<file path="config.mk">
export PLATFORM = sky130hd
export DESIGN_NAME = mtr_drv_nch
export DESIGN_NICKNAME = d
export VERILOG_FILES = /design/src/rtl/mtr_drv_nch.sv
export SDC_FILE = /design/constraint.sdc
export NUM_CORES = 1
export LEC_CHECK = 0
export ABC_AREA = 1
export CAP_MARGIN = 10
export CORE_MARGIN = 10
export CORE_UTILIZATION = 30
export DETAILED_ROUTE_END_ITERATION = 8
export DONT_BUFFER_PORTS = 1
export PLACE_DENSITY = 0.52
export SYNTH_ARGS = -nofsm -noshare
export SYNTH_HDL_FRONTEND = slang
export SYNTH_SLANG_ARGS = --single-unit
</file>
<file path="constraint.sdc">
create_clock -name clk -period 5.2 [get_ports clk]
set_input_delay 0.52 -clock clk [delete_from_list [all_inputs] [get_ports clk]]
set_output_delay 0.52 -clock clk [all_outputs]
set_load 0.01 [all_outputs]
</file>
<file path="src/rtl/mtr_drv_nch.sv">
// mtr_drv_nch: multi-channel H-bridge PWM driver with slew limiting,
// dead-band insertion, dynamic braking and drive enable.
//   clk, rst_n   : clock (rising edge), asynchronous active-low reset
//   en           : drive enable; low forces every bridge output off
//   brake[NCH]   : per-channel dynamic brake (both sides on after dead-band)
//   spd[NCH*W]   : packed signed target speeds, channel i at [i*W +: W]
//   spd_vld      : latch all targets this cycle
//   pwm1/pwm2    : per-channel low-side / high-side sense PWM (registered)
//   prd_sync     : one-cycle pulse at the start of each PWM period
module mtr_drv_nch #(
  parameter int unsigned W    = 11,
  parameter int unsigned NCH  = 2,
  parameter int unsigned DB   = 4,
  parameter int unsigned SLEW = 64
) (
  input  logic             clk,
  input  logic             rst_n,
  input  logic             en,
  input  logic [NCH-1:0]   brake,
  input  logic [NCH*W-1:0] spd,
  input  logic             spd_vld,
  output logic [NCH-1:0]   pwm1,
  output logic [NCH-1:0]   pwm2,
  output logic             prd_sync
);

  localparam int unsigned DBW = (DB > 0) ? $clog2(DB + 1) : 1;
  localparam logic [DBW-1:0] DB_V = DBW'(DB);
  // Slew step held in W+2 bits; anything at or above the largest |diff| never limits.
  localparam logic [W+1:0] SLEW_V = (64'(SLEW) >= (64'(1) << (W + 1))) ?
                                    {1'b0, {(W+1){1'b1}}} : (W+2)'(SLEW);
  localparam logic [W-1:0] HALF = {1'b1, {(W-1){1'b0}}};

  // Per-channel bridge mode
  localparam logic [1:0] MODE_OFF = 2'd0;
  localparam logic [1:0] MODE_RUN = 2'd1;
  localparam logic [1:0] MODE_BRK = 2'd2;

  logic [W-1:0]   cnt_q, cnt_d;
  logic           prd_sync_q, prd_sync_d;
  logic           prd_end;
  logic [W-1:0]   tgt_q [NCH];
  logic [W-1:0]   tgt_d [NCH];
  logic [W-1:0]   app_q [NCH];
  logic [W-1:0]   app_d [NCH];
  logic [W-1:0]   duty  [NCH];
  logic [W-1:0]   stepped [NCH];
  logic [W:0]     diff  [NCH];
  logic [W:0]     mag   [NCH];
  logic [DBW-1:0] dbc_q [NCH];
  logic [DBW-1:0] dbc_d [NCH];
  logic [1:0]     mode_q [NCH];
  logic [1:0]     mode_d [NCH];
  logic [NCH-1:0] raw_q, raw_d;
  logic [NCH-1:0] pwm1_q, pwm1_d;
  logic [NCH-1:0] pwm2_q, pwm2_d;

  // Next-state logic for the shared counter and every channel
  always_comb begin
    cnt_d      = cnt_q + W'(1);
    prd_end    = (cnt_q == {W{1'b1}});
    prd_sync_d = prd_end;
    pwm1_d     = '0;
    pwm2_d     = '0;
    raw_d      = '0;
    for (int i = 0; i < NCH; i++) begin
      tgt_d[i] = spd_vld ? spd[i*W +: W] : tgt_q[i];

      // Signed difference in W+1 bits; stepping toward tgt never overshoots it.
      diff[i]    = {tgt_q[i][W-1], tgt_q[i]} - {app_q[i][W-1], app_q[i]};
      mag[i]     = diff[i][W] ? -diff[i] : diff[i];
      stepped[i] = W'({{2{app_q[i][W-1]}}, app_q[i]} + (diff[i][W] ? -SLEW_V : SLEW_V));

      if (!en)          mode_d[i] = MODE_OFF;
      else if (brake[i]) mode_d[i] = MODE_BRK;
      else              mode_d[i] = MODE_RUN;

      // Applied speed: cleared when not running, otherwise moves only at period end.
      app_d[i] = app_q[i];
      if (mode_d[i] != MODE_RUN) begin
        app_d[i] = '0;
      end else if (prd_end) begin
        if ((SLEW == 0) || ({1'b0, mag[i]} <= SLEW_V)) app_d[i] = tgt_q[i];
        else                                          app_d[i] = stepped[i];
      end

      // Offset-binary duty: adding half-scale just flips the sign bit.
      duty[i]  = app_q[i] + HALF;
      raw_d[i] = (cnt_q < duty[i]);

      // Raw edges only matter while running; a mode change always restarts the gap.
      if ((mode_d[i] != mode_q[i]) ||
          ((mode_d[i] == MODE_RUN) && (raw_d[i] != raw_q[i]))) begin
        dbc_d[i] = DB_V;
      end else if (dbc_q[i] != '0) begin
        dbc_d[i] = dbc_q[i] - DBW'(1);
      end else begin
        dbc_d[i] = '0;
      end

      if (en && (mode_q[i] != MODE_OFF) && (dbc_q[i] == '0)) begin
        if (mode_q[i] == MODE_BRK) begin
          pwm1_d[i] = 1'b1;
          pwm2_d[i] = 1'b1;
        end else begin
          pwm1_d[i] = ~raw_q[i];
          pwm2_d[i] = raw_q[i];
        end
      end
    end
  end

  // State registers
  always_ff @(posedge clk or negedge rst_n) begin
    if (!rst_n) begin
      cnt_q      <= '0;
      prd_sync_q <= 1'b0;
      raw_q      <= '0;
      pwm1_q     <= '0;
      pwm2_q     <= '0;
      for (int i = 0; i < NCH; i++) begin
        tgt_q[i]  <= '0;
        app_q[i]  <= '0;
        dbc_q[i]  <= '0;
        mode_q[i] <= MODE_OFF;
      end
    end else begin
      cnt_q      <= cnt_d;
      prd_sync_q <= prd_sync_d;
      raw_q      <= raw_d;
      pwm1_q     <= pwm1_d;
      pwm2_q     <= pwm2_d;
      for (int i = 0; i < NCH; i++) begin
        tgt_q[i]  <= tgt_d[i];
        app_q[i]  <= app_d[i];
        dbc_q[i]  <= dbc_d[i];
        mode_q[i] <= mode_d[i];
      end
    end
  end

  assign pwm1     = pwm1_q;
  assign pwm2     = pwm2_q;
  assign prd_sync = prd_sync_q;

endmodule

</file>
==> flow_summary.toml, run 1 <==
[die]
pin_count = 33
fp.dieW_um = 157
core_mm2 = 0.0186
die_h_um = 157
dieArea_mm2 = 0.0247
rows = 50
start_util_pct = 30.4

[global_routing]
grt-ovfl-total = 0
grt_pass1_vias = 4799
grt_max_degree = 73
track_usage_pct = 11.6
grt_pass1_wl_mm = 23.3
antenna_found_initial = 1

[critical_path]
worst-r2r-cell-count = 18
reg2reg_slack_ps = 2060
slowest_stage = "dfrtp_1"
cp_common_cell = "nand2_1"
worstSetupEndpointType = "flop"
timing.rr.start = "app_q[18]"
worstPathCellList = "inv_1, ha_1, nand2_1, nor2_1, nand4_1, nand3_1, nand2_1, nand2_1, inv_1, ha_1, a21oi_1, nand2_1, xor2_1, xor2_1, inv_1, nand2_1, nand3_1, nand2_1"
max_stage_delay_ps = 420
cp_data_arrival_time_ps = 3360
r2r-end = "app_q[21]"
start_kind = "flop"
cp_max_fo = 8
path_class = "flop to flop"
crit_path_end = "app_q[21]"
cp.required_ps = 5420
startpoint = "app_q[18]"

[logic_synthesis]
synthAdderAreaFrac_pct = 13.6
synth_top_family_by_area = "simple AND/OR/NAND/NOR gates"
yosysWarnings = 0
syn-mean-instance-area_um2 = 7.10
synthXorXnorAreaFrac_pct = 3.70
ys_async_sr_fraction_pct = 100
syn_nets = 882
yosysSeqAreaShare_pct = 31.9
synth_edf_count = 0
netlist-cell-type-count = 39
synthSimpleGateAreaFrac_pct = 33.6
synth_area_mm2 = 0.00565
synth_compound_area_share_pct = 7.05
yosys_most_used_dff = "dfrtp_1"
syn_inst = 795
ys_ff_latch = 72
synth_mux_area_share_pct = 1.60

[pwr]
leakagePower_nw = 3.25
switching_power_mw = 0.562
intPower_mw = 1.11
p_sw_share_pct = 33.6
ir_drop_v = 0.000171
p_seq_share_pct = 36.3
p_per_area_mw_per_mm2 = 267
pwr-share-clk_pct = 37.8
p_comb_share_pct = 25.9

[detailed_routing]
wl_mm = 13.5
via_count = 4813
ant_nets = 0
firstDrtPassIters = 4
drtIter0Drc = 204
drt-vias-per-instance = 4.62
drc = 0
wl_per_cell_um = 13.0

[timing]
fin_crit_sh_pct = 60.3
slew_headroom_pct = 74.3
finalSetupTns_ps = 0
max_freq_ghz = 0.319
skew_ps = 8.15
hold_viol_final = 0
finalCriticalPeriod_ps = 3140
setup_viol = 0
slew_violations = 0
worst_pin_slew_ps = 382
rsz0062_at_grt = "no"

[place]
portBuffers = 0
hpwl_mm = 10.8
gp_congestion = 0.845
dp_cells = 1025

[clock_network]
cts_tree = "built"
cts_sinks = 72
htree_levels = 3
path_clk_slew_ps = 60
cts_root_buffer = "clkbuf_16"
cts_setup_buffers = 0
cts_made_buffers = 9
cts_buffer_depth = 2
cts_resized = 0
clk_latency_ps = 340

[outcome]
outcome = "finished, final reports clean"

[hold_path]
hold_class = "input pin to async pin"

[layout]
layout_commonest_cell = "nand2_1"
drive_gt1_share_pct = 7.18
syn_to_final_growth_pct = 10.9
finalNonFillerCells = 1042
final_nets = 890
layout_common_cells = "nand2_1, inv_1, nand3_1"
antenna_cells = 0

[flow_run]
maxCapViolations = 0
power by group through the flow:
| stage | combinational [mW] | sequential [mW] | clock, mW |
|---|---|---|---|
| floorplan | 0.340 | 0.610 | 0 |
| global placement | 0.419 | 0.617 | 0 |
| detailed placement | 0.419 | 0.617 | 0 |
| CTS | 0.435 | 0.607 | 0.656 |
| global route | 0.508 | 0.610 | 0.675 |
| finish | 0.433 | 0.606 | 0.632 |
synth_stat cells, types with 5 or more instances:
library cell  count  area share, %
nand2_1         241             16
inv_1           112            7.4
nand3_1          96            8.5
dfrtp_1          72             32
ha_1             55             12
nor2_1           54            3.6
a21oi_1          34            3.0
o21ai_0          24            2.1
xor2_1           15            2.3
inv_2             9           0.60
nand4_1           9            1.0
mux2_2            8            1.6
xnor2_1           7            1.1
clkbuf_1          6           0.40
nand3b_1          5           0.66
worst max-delay path: cells and delay by family, from the launching register on:
kind	cells	cell delay, ps
DFF	1	420
and+or+nand+nor	10	990
AOI/OAI and AO/OA	1	170
xor gates and xnor gates	2	310
adders and majority gates	2	780
buffers and inverters	3	350
logic make-up after synthesis:
logic type,count (synthesis)
adder cells (fa/ha/maj),59
AO/OA/AOI/OAI,73
AND/OR/NAND/NOR,432
buffers and inverters,128
flip-flops,72
XOR/XNOR,23
multiplexers,8
through the flow:
| stage | power, mW | hold WS, ps | cell area [um^2] | worst slack, ps | util [%] |
|---|---|---|---|---|---|
| CTS | 1.70 | 74.4 | 6260 | 2080 | 33.7 |
| detailed placement | 1.04 | 228 | 5930 | 2100 | 31.9 |
| global placement | 1.04 | 227 | 5930 | 2090 | 31.9 |
| finish | 1.67 | 71.1 | 6260 | 2060 | 33.7 |
| floorplan | 0.950 | 224 | 5650 | 2550 | - |
| global route | 1.79 | 92.2 | 6260 | 1700 | 33.7 |
sequential cells by signal, indices dropped and copies added, names as in the netlist:
name      flops
app_q        22
tgt_q        22
cnt_q        11
dbc_q         6
mode_q        4
pwm1          2
pwm2          2
raw_q         2
prd_sync      1
what timing repair did:
action / in CTS / in global routing
setup endpoints to repair: 0 / 0
endpoints found under the hold margin: 72 / 0
hold buffers: 1 / 0
per-layer routing:
| metal | track usage (%) | vias up | wire, um |
|---|---|---|---|
| met1 | 14.1 | 2165 | 6310 |
| met5 | 0 | - | 13 |
| li1 | - | 2562 | - |
| met2 | 20.0 | 66 | 6520 |
| met4 | 3.92 | 2 | 225 |
| met3 | 2.35 | 18 | 468 |
worst min-delay path by stage:
stage	end	slack (ps)	cells after the start
after global routing	tgt_q[12]	90	1
after floorplan	app_q[0]	220	0
after CTS	tgt_q[11]	70	1
after detailed placement	dbc_q[5]	230	0
final	tgt_q[11]	70	1
after global placement	dbc_q[5]	230	0
cell type report:
cell class,count,area [um^2]
inverters,122,458
flip-flops and latches,72,1800
fillers,2027,12300
multi-input cells,595,3360
clock buffers,9,225
well taps,234,293
clock inverters,7,78.8
repair buffers,3,42.5
Note: power is estimated with default switching activity, not from simulation.
==> run 2: changes to the inputs <==
Settings changed: PLACE_DENSITY 0.52 to 0.53.
Clock period 5.2 ns to 2.82 ns, I/O delays scaled along.
==> run 2 against run 1 <==
  * Largest power group unchanged
  * Largest cell class unchanged
  * Power rose by 110%
  * Sequential share of layout area decreased by 3.7 points
  * Clock skew down 0.75 ps
  * Flip-flop and latch count is the same
  * Via count up 7.2%
  * Clock power increased by 100%
  * Setup slack worse by 2000 ps
  * Critical endpoint is now app_q[2]
  * Register-to-register slack worse by 2000 ps
==> flow_summary.toml, run 2 (synthesized netlist as in run 1, its figures left out) <==
[global_routing]
track_usage_pct = 12.1
grt_max_degree = 73
grt_pass1_wl_mm = 24.0
grt-ovfl-total = 0
grt_pass1_vias = 4919
antenna_found_initial = 0

[clock_network]
cts_made_buffers = 9
cts_tree = "built"
clk_latency_ps = 340
cts_sinks = 72
cts_root_buffer = "clkbuf_16"
htree_levels = 3
cts_buffer_depth = 2
path_clk_slew_ps = 60

[critical_path]
cp_max_fo = 6
worstSetupEndpointType = "flop"
reg2reg_slack_ps = 70
worstPathCellList = "ha_4, fa_2, ha_4, a21boi_4, nand3_2, nor2_2, nand2_1, nand2_2, nand2_2, nand2_2, nand3_2, nor2_4, nand3_4, nand3_2, nand2_1"
worst-r2r-cell-count = 15
start_kind = "flop"
path_class = "flop to flop"
cp_data_arrival_time_ps = 2980
startpoint = "app_q[0]"
cp.required_ps = 3050
slowest_stage = "fa_2"
timing.rr.start = "app_q[0]"
max_stage_delay_ps = 570

[outcome]
outcome = "finished, final reports clean"

[hold_path]
hold_start = "spd[9]"
hold_class = "input pin to flop"
hold_depth = 2

[detailed_routing]
wl_per_cell_um = 13.1
drt-vias-per-instance = 4.66
drtIter0Drc = 278
drc = 0
firstDrtPassIters = 7
wl_mm = 14.5
ant_nets = 0
via_count = 5158

[timing]
holdWs_ps = 56.1
hold_viol_final = 0
setup_viol = 0
worst_pin_slew_ps = 387
finalSetupTns_ps = 0
slew_violations = 0
slew_headroom_pct = 73.9
rsz0062_at_grt = "yes"
setup_slack_ps = 73.0
fin_crit_sh_pct = 97.4
skew_ps = 7.40
finalCriticalPeriod_ps = 2750
max_freq_ghz = 0.364

[pwr]
ir_drop_v = 0.000288
p_per_area_mw_per_mm2 = 480
leakagePower_nw = 3.64

[flow_run]
maxCapViolations = 0

[die]
rows = 50
start_util_pct = 30.4
die_h_um = 157
core_mm2 = 0.0186
fp.dieW_um = 157
pin_count = 33
dieArea_mm2 = 0.0247

[layout]
reg_top3 = "app_q x22, tgt_q x22, cnt_q x11"
nFillCells = 1945
fin_util_pct = 38.7
antenna_cells = 0
layout_common_cells = "nand2_1, inv_1, nand3_1"
final_nets = 956
syn_to_final_growth_pct = 27.2
layout_commonest_cell = "nand2_1"
drive_gt1_share_pct = 22.5
finalNonFillerCells = 1108

[place]
portBuffers = 0
dp_cells = 1080
dp_slack_ps = -134
gp_congestion = 0.872
hpwl_mm = 11.4
run 2: critical path, delay by kind of cell (launching register included):
| family | cells | cell delay [ps] |
|---|---|---|
| AO/OA/AOI/OAI | 1 | 210 |
| AND/OR/NAND/NOR | 11 | 1140 |
| adder cells (fa/ha/maj) | 3 | 880 |
| flip-flops | 1 | 410 |
run 2: cell type report:
cell class                 instances  area [um^2]  share of cell area, %
inverter                         122          458                   6.38
sequential                        72         1800                   25.1
clock inverter                     6         90.1                   1.25
tap                              234          293                   4.08
clock buffer                      10          239                   3.33
timing repair buffer              69          544                   7.58
multi-input combinational        595         3760                   52.3
run 2: timing repair:
item	in CTS	in global routing
endpoints found under the setup margin	11	22
endpoints found under the hold margin	72	0
gates resized for setup	3	86
hold buffers	2	0
pin swaps	1	29
setup buffers	0	10
run 2: power breakdown:
group,internal [mW],switching (mW)
sequential,1.08,0.0435
combinational,0.432,0.623
clock,0.803,0.469
run 2: routing by layer:
layer  global-route usage (%)  part of all wire, %
met5                        0                    0
met4                     3.70                  1.3
met3                     2.57                  3.3
met2                     19.5                   48
met1                     15.8                   48
run 2: metrics by stage:
step                      instance area, um^2  power, mW
after CTS                                6720       3.35
after floorplan                          5650       1.75
after global placement                   6340       2.02
after detailed placement                 6340       2.02
final                                    7180       3.45
after global routing                     7180       3.70
run 2: final timing paths:
kind / endpoint
max: app_q[2]
min: tgt_q[20]
max reg2reg: app_q[2]
min reg2reg: dbc_q[3]
max in group asynchronous: app_q[17]
min in group asynchronous: tgt_q[11]
